### src/rtl/in_cond_pkg.sv
// Shared types for the input conditioner: debounce FSM state encoding and counter width.
package in_cond_pkg;

    typedef enum logic [1:0] {
        STABLE_LO = 2'd0,
        WAIT_HI   = 2'd1,
        STABLE_HI = 2'd2,
        WAIT_LO   = 2'd3
    } state_e;

    localparam int unsigned CNT_W = 8;

endpackage

### src/rtl/in_conditioner_if.sv
// Signal bundle between a pin source and the input conditioner.
// GLITCH_CNT exists only when IN_COND_GLITCH_CNT_EN is defined.
interface in_conditioner_if;
    import in_cond_pkg::*;

    logic             RAW_IN;
    logic             OUT;
    logic             RISE;
    logic             FALL;
`ifdef IN_COND_GLITCH_CNT_EN
    logic [CNT_W-1:0] GLITCH_CNT;
`endif

    modport master (
        output RAW_IN,
        input  OUT,
        input  RISE,
        input  FALL
`ifdef IN_COND_GLITCH_CNT_EN
        , input GLITCH_CNT
`endif
    );

    modport slave (
        input  RAW_IN,
        output OUT,
        output RISE,
        output FALL
`ifdef IN_COND_GLITCH_CNT_EN
        , output GLITCH_CNT
`endif
    );

endinterface

### src/rtl/in_conditioner_sync_ff.sv
// Multi-flop synchroniser for an asynchronous single-bit level; resets to 0.
module sync_ff #(
    parameter int unsigned DEPTH = 2
) (
    input  logic clk,
    input  logic rst_n,
    input  logic d,
    output logic q
);

    logic [DEPTH-1:0] stage_q;
    logic [DEPTH-1:0] stage_d;

    always_comb begin
        stage_d = {stage_q[DEPTH-2:0], d};
    end

    always_ff @(posedge clk or negedge rst_n) begin
        if (!rst_n) begin
            stage_q <= '0;
        end else begin
            stage_q <= stage_d;
        end
    end

    assign q = stage_q[DEPTH-1];

endmodule

### src/rtl/in_conditioner.sv
// Synchronise and debounce a raw pin level; emits registered OUT plus RISE/FALL pulses.
// Define IN_COND_GLITCH_CNT_EN to add the saturating rejected-transition counter GLITCH_CNT.
module in_conditioner
    import in_cond_pkg::*;
#(
    parameter int unsigned SYNC_STAGES     = 2,
    parameter int unsigned DEBOUNCE_CYCLES = 4
) (
    input  logic               CLK,
    input  logic               RST,
    in_conditioner_if.slave    io
);

    localparam logic [CNT_W-1:0] CNT_LAST = CNT_W'(DEBOUNCE_CYCLES - 1);

    logic             sync_q;
    state_e           state_q, state_d;
    logic [CNT_W-1:0] cnt_q, cnt_d;
    logic             out_q, out_d;
    logic             rise_q, rise_d;
    logic             fall_q, fall_d;

    sync_ff #(
        .DEPTH (SYNC_STAGES)
    ) u_sync (
        .clk   (CLK),
        .rst_n (RST),
        .d     (io.RAW_IN),
        .q     (sync_q)
    );

    always_comb begin
        state_d = state_q;
        cnt_d   = cnt_q;
        out_d   = out_q;
        rise_d  = 1'b0;
        fall_d  = 1'b0;
        unique case (state_q)
            STABLE_LO: begin
                if (sync_q) begin
                    state_d = WAIT_HI;
                    cnt_d   = CNT_W'(1);
                end else begin
                    cnt_d   = '0;
                end
            end
            WAIT_HI: begin
                if (!sync_q) begin
                    state_d = STABLE_LO;
                    cnt_d   = '0;
                end else if (cnt_q == CNT_LAST) begin
                    state_d = STABLE_HI;
                    cnt_d   = '0;
                    out_d   = 1'b1;
                    rise_d  = 1'b1;
                end else begin
                    cnt_d   = cnt_q + 1'b1;
                end
            end
            STABLE_HI: begin
                if (!sync_q) begin
                    state_d = WAIT_LO;
                    cnt_d   = CNT_W'(1);
                end else begin
                    cnt_d   = '0;
                end
            end
            WAIT_LO: begin
                if (sync_q) begin
                    state_d = STABLE_HI;
                    cnt_d   = '0;
                end else if (cnt_q == CNT_LAST) begin
                    state_d = STABLE_LO;
                    cnt_d   = '0;
                    out_d   = 1'b0;
                    fall_d  = 1'b1;
                end else begin
                    cnt_d   = cnt_q + 1'b1;
                end
            end
            default: begin
                state_d = STABLE_LO;
                cnt_d   = '0;
                out_d   = 1'b0;
            end
        endcase
    end

    always_ff @(posedge CLK or negedge RST) begin
        if (!RST) begin
            state_q <= STABLE_LO;
            cnt_q   <= '0;
            out_q   <= 1'b0;
            rise_q  <= 1'b0;
            fall_q  <= 1'b0;
        end else begin
            state_q <= state_d;
            cnt_q   <= cnt_d;
            out_q   <= out_d;
            rise_q  <= rise_d;
            fall_q  <= fall_d;
        end
    end

    assign io.OUT  = out_q;
    assign io.RISE = rise_q;
    assign io.FALL = fall_q;

`ifdef IN_COND_GLITCH_CNT_EN
    logic             glitch_evt;
    logic [CNT_W-1:0] glitch_cnt_q, glitch_cnt_d;

    // A glitch is a WAIT state falling back to its originating stable state.
    always_comb begin
        glitch_evt   = ((state_q == WAIT_HI) && !sync_q) ||
                       ((state_q == WAIT_LO) &&  sync_q);
        glitch_cnt_d = glitch_cnt_q;
        if (glitch_evt && (glitch_cnt_q != '1)) begin
            glitch_cnt_d = glitch_cnt_q + 1'b1;
        end
    end

    always_ff @(posedge CLK or negedge RST) begin
        if (!RST) begin
            glitch_cnt_q <= '0;
        end else begin
            glitch_cnt_q <= glitch_cnt_d;
        end
    end

    assign io.GLITCH_CNT = glitch_cnt_q;
`endif

endmodule

### src/flat_wrapper.sv
// flat-port wrapper written by rule: the top's interface ports become plain ports
module in_conditioner_flat import in_cond_pkg::*;
#(
    parameter int unsigned SYNC_STAGES     = 2,
    parameter int unsigned DEBOUNCE_CYCLES = 4
)
  (CLK, RST, io_RAW_IN, io_OUT, io_RISE, io_FALL);
  in_conditioner_if io_i ();
  input  logic CLK;
  input  logic RST;
  input wire logic [$bits(io_i.RAW_IN)-1:0] io_RAW_IN;
  output wire logic [$bits(io_i.OUT)-1:0] io_OUT;
  output wire logic [$bits(io_i.RISE)-1:0] io_RISE;
  output wire logic [$bits(io_i.FALL)-1:0] io_FALL;
  assign io_i.RAW_IN = io_RAW_IN;
  assign io_OUT = io_i.OUT;
  assign io_RISE = io_i.RISE;
  assign io_FALL = io_i.FALL;
  in_conditioner #(.SYNC_STAGES(SYNC_STAGES), .DEBOUNCE_CYCLES(DEBOUNCE_CYCLES)) u_core (.CLK(CLK), .RST(RST), .io(io_i));
endmodule
### config.mk
export PLATFORM = sky130hd
export DESIGN_NAME = in_conditioner_flat
export DESIGN_NICKNAME = d
export VERILOG_FILES = /design/src/rtl/in_cond_pkg.sv /design/src/rtl/in_conditioner_if.sv /design/src/rtl/in_conditioner_sync_ff.sv /design/src/rtl/in_conditioner.sv /design/src/flat_wrapper.sv
export SDC_FILE = /design/constraint.sdc
export NUM_CORES = 1
export LEC_CHECK = 0
export ABC_AREA = 1
export CAP_MARGIN = 20
export CORE_MARGIN = 3
export CORE_UTILIZATION = 54
export DETAILED_ROUTE_END_ITERATION = 8
export GPL_ROUTABILITY_DRIVEN = 0
export HOLD_SLACK_MARGIN = 0.08
export PLACE_DENSITY = 0.75
export SYNTH_ARGS = -nofsm -noshare
export SYNTH_HDL_FRONTEND = slang
export SYNTH_SLANG_ARGS = --single-unit
export TNS_END_PERCENT = 100
### constraint.sdc
create_clock -name CLK -period 1.3 [get_ports CLK]
set_input_delay 0.325 -clock CLK [delete_from_list [all_inputs] [get_ports CLK]]
set_output_delay 0.325 -clock CLK [all_outputs]
set_load 0.05 [all_outputs]
==> reports/qor.yml, run 1 <==
outcome: "finished clean"
syn_inst: 90
diodes: 0
skew_ns: 0.01168
drt_iter0_drc: 10
hp-class: "input pin to asynchronous set/reset pin"
syn-num-nets: 94
synth.yosys.seq_area_share_pct: 50.68
setup_violations: 0
r2r_setup_slack_ns: 0.10
critPathCaptureType: "register"
vias: 568
regArea_um2: 375.4
core_area_um2: 1201
synthArstFlopShare_pct: 100.0
firstDrtPassIters: 4
synth-simple-area-share_pct: 34.29
whs_ns: 0.3353
synth_area_per_cell_um2: 8.230
synth_commonest_cells: "nand2_1 (25), dfrtp_1 (15), inv_1 (13)"
synth_top_area_share_pct: 50.68
cts.path.max_buffers: 2
critPathLaunch: "u_core.cnt_q[0]"
netlist-cell-type-count: 17
synth-seq-cells: 15
grt_pass1_vias: 534
clk_latency_ns: 0.29
cap_violations: 0
vias_per_cell: 4.939
place_worst_setup_slack_ns: 0.04963
synth_edf_count: 0
drive_gt1_share_pct: 19.80
synth-compound-area-share_pct: 5.068
ios: 6
clockRootBuffer: "clkbuf_4"
vdd_drop_max_v: 0.001046
path_max_fanout: 4
wirelength_um: 1257
required_ns: 1.48
area_growth_pct: 19.93
yosys_warnings: 0
postCtsHoldBufs: 0
cts_num_sinks: 15
cp.arrival_ns: 1.38
die_area_um2: 1852
cts.clk_slew.worst_paths_ns: 0.10
netlist_area_um2: 740.7
rr_endpoint: "u_core.state_q[0]"
synth-adder-area-share_pct: 1.689
r2r-start: "u_core.cnt_q[0]"
post-route-min-period_ns: 1.199
dp_hpwl_um: 986.1
cts_made_buffers: 3
grt_pass1_wl_um: 2201
multi_input_area_um2: 320.3
die_width_um: 43.04
relSlewSlack_pct: 86.63
grtUsageTotal_pct: 15.78
start_kind: "register"
grt_max_degree: 16
leakage_uw: 0.0004388
antenna_found_initial: 0
synth.area.top_cells: "dfrtp_1 (51%), nand2_1 (13%), inv_1 (6.6%)"
cp-endpoint: "u_core.state_q[0]"
power_density_nw_per_um2: 1650
wl_per_cell_um: 10.93
synthMuxAreaShare_pct: 0
timing.fmax_ghz: 0.8341
n_fill_cell: 83
synth_top_family_by_area: "simple AND/OR/NAND/NOR gates"
start_util_pct: 61.67
die_h_um: 43.04
htree_num_levels: 1
worst_slack_ns: 0.1011
synth-xor-area-share_pct: 1.182
r2r_cells: 6
yosysTopAreaCell: "dfrtp_1"
drc: 0
yosysMostFrequentCell: "nand2_1"
timing.final.crit_share_pct: 92.22
maxSlewViolCount: 0
tightest_slew_ns: 0.1985
fin_nets: 106
synth_flop_cell: "dfrtp_1"
hold_viol: 0
portBuffers: 5
cts_tree: "done"
grt-ovfl-total: 0
crit_type: "register to register"
ant_nets: 0
num_rows: 12
==> registers in the layout, indices dropped and copies added, names as in the netlist, named ones only <==
| register | cells |
|---|---|
| u_core.io.OUT | 1 |
| u_core.state_q | 1 |
| u_core.cnt_q | 8 |
| u_core.io.FALL | 1 |
| u_core.u_sync.stage_q | 2 |
| u_core.io.RISE | 1 |
==> cell usage in the layout (no fill, tap or decap) <==
cell type	synthesis	final
nand3_1	7	7
nand2_2	1	1
buf_4	0	2
nor3_1	1	1
inv_1	13	13
o21ai_0	2	2
buf_12	0	3
clkinv_2	0	1
ha_2	0	1
nor2_1	12	12
a21oi_1	2	2
nand2_4	2	2
nor3b_1	1	1
clkbuf_4	0	3
xnor2_1	1	1
inv_2	1	1
nand2_1	25	25
nor2_4	0	1
nor2_8	1	1
dfrtp_1	15	15
nor2_2	3	2
a21oi_2	2	2
clkdlybuf4s50_1	0	2
==> layout make-up <==
| type | instances | area share [%] |
|---|---|---|
| Sequential cell | 15 | 42.25 |
| Timing Repair Buffer | 7 | 10.70 |
| Clock buffer | 3 | 2.535 |
| Inverter | 14 | 5.915 |
| Clock inverter | 1 | 0.5634 |
| Multi-Input combinational cell | 61 | 36.06 |
| Tap cell | 14 | 1.972 |
==> stage by stage <==
stage	cells	power (uW)	area (um^2)	utilization (%)	TNS [ns]
6_report	115	1466	888.4	73.96	0
2_1_floorplan	90	1013	740.7	-	0
3_5_place_dp	110	1182	845.8	70.42	0
5_1_grt	115	1560	888.4	73.96	-0.002728
3_3_place_gp	110	1160	845.8	70.42	0
4_1_cts	114	1450	873.3	72.71	0
==> repair_timing <==
| action | in CTS | in global routing |
|---|---|---|
| gates resized for setup | 0 | 2 |
| setup buffers | 0 | 1 |
| endpoints found under the hold margin | 0 | 0 |
| setup endpoints to repair | 0 | 6 |
==> critical path, cell delays in order (launching register included) <==
cell and delay [ns]:
dfrtp_1 0.37, ha_2 0.22, nand3_1 0.13, nor2_4 0.15, nand2_1 0.09, nand2_1 0.09
inv_1 0.04
==> worst min path at each step <==
| stage | cells after the start | end | slack, ns | startpoint |
|---|---|---|---|---|
| floorplan | 0 | asynchronous set/reset pin | 0.03 | RST |
| finish | 2 | u_core.cnt_q[4] | 0.34 | RST |
| detailed placement | 0 | u_core.u_sync.stage_q[1] | 0.34 | u_core.u_sync.stage_q[0] |
| CTS | 2 | u_core.cnt_q[4] | 0.34 | RST |
| global placement | 0 | u_core.u_sync.stage_q[1] | 0.33 | u_core.u_sync.stage_q[0] |
| global route | 2 | u_core.cnt_q[4] | 0.37 | RST |
==> where the power goes <==
part	total, uW	switching [uW]	leakage, uW	internal, uW
Clock	264	149	0.0000177	114
Sequential	632	82.8	0.000197	549
Combinational	571	331	0.000224	239
Total	1470	563	0.000439	902
==> per-layer routing <==
layer	vias up	track usage (%)	share of wire, %
met5	-	0	0
met4	0	7.229	2.3
met3	5	2.542	3.8
met2	12	26.35	49
met1	255	19.73	45
li1	296	-	-
==> logic make-up (layout without fill, tap and decap cells) <==
group | after synthesis | count (layout)
simple gates | 53 | 53
xor+xnor | 1 | 1
flops | 15 | 15
buf+inv | 14 | 25
compound gates | 6 | 6
fa+ha+maj | 1 | 1
Note: power is estimated with default switching activity, not from simulation.
==> run 2: changes to the inputs <==
--- a/config.mk
+++ b/config.mk
@@ -9,10 +9,11 @@
 export CAP_MARGIN = 20
 export CORE_MARGIN = 3
 export CORE_UTILIZATION = 54
+export CTS_CLUSTER_SIZE = 24
 export DETAILED_ROUTE_END_ITERATION = 8
-export GPL_ROUTABILITY_DRIVEN = 0
 export HOLD_SLACK_MARGIN = 0.08
 export PLACE_DENSITY = 0.75
+export REMOVE_ABC_BUFFERS = 1
 export SYNTH_ARGS = -nofsm -noshare
 export SYNTH_HDL_FRONTEND = slang
 export SYNTH_SLANG_ARGS = --single-unit
==> results of run 2 <==
No change in the layout: final DEF, timing and power equal those of run 1.
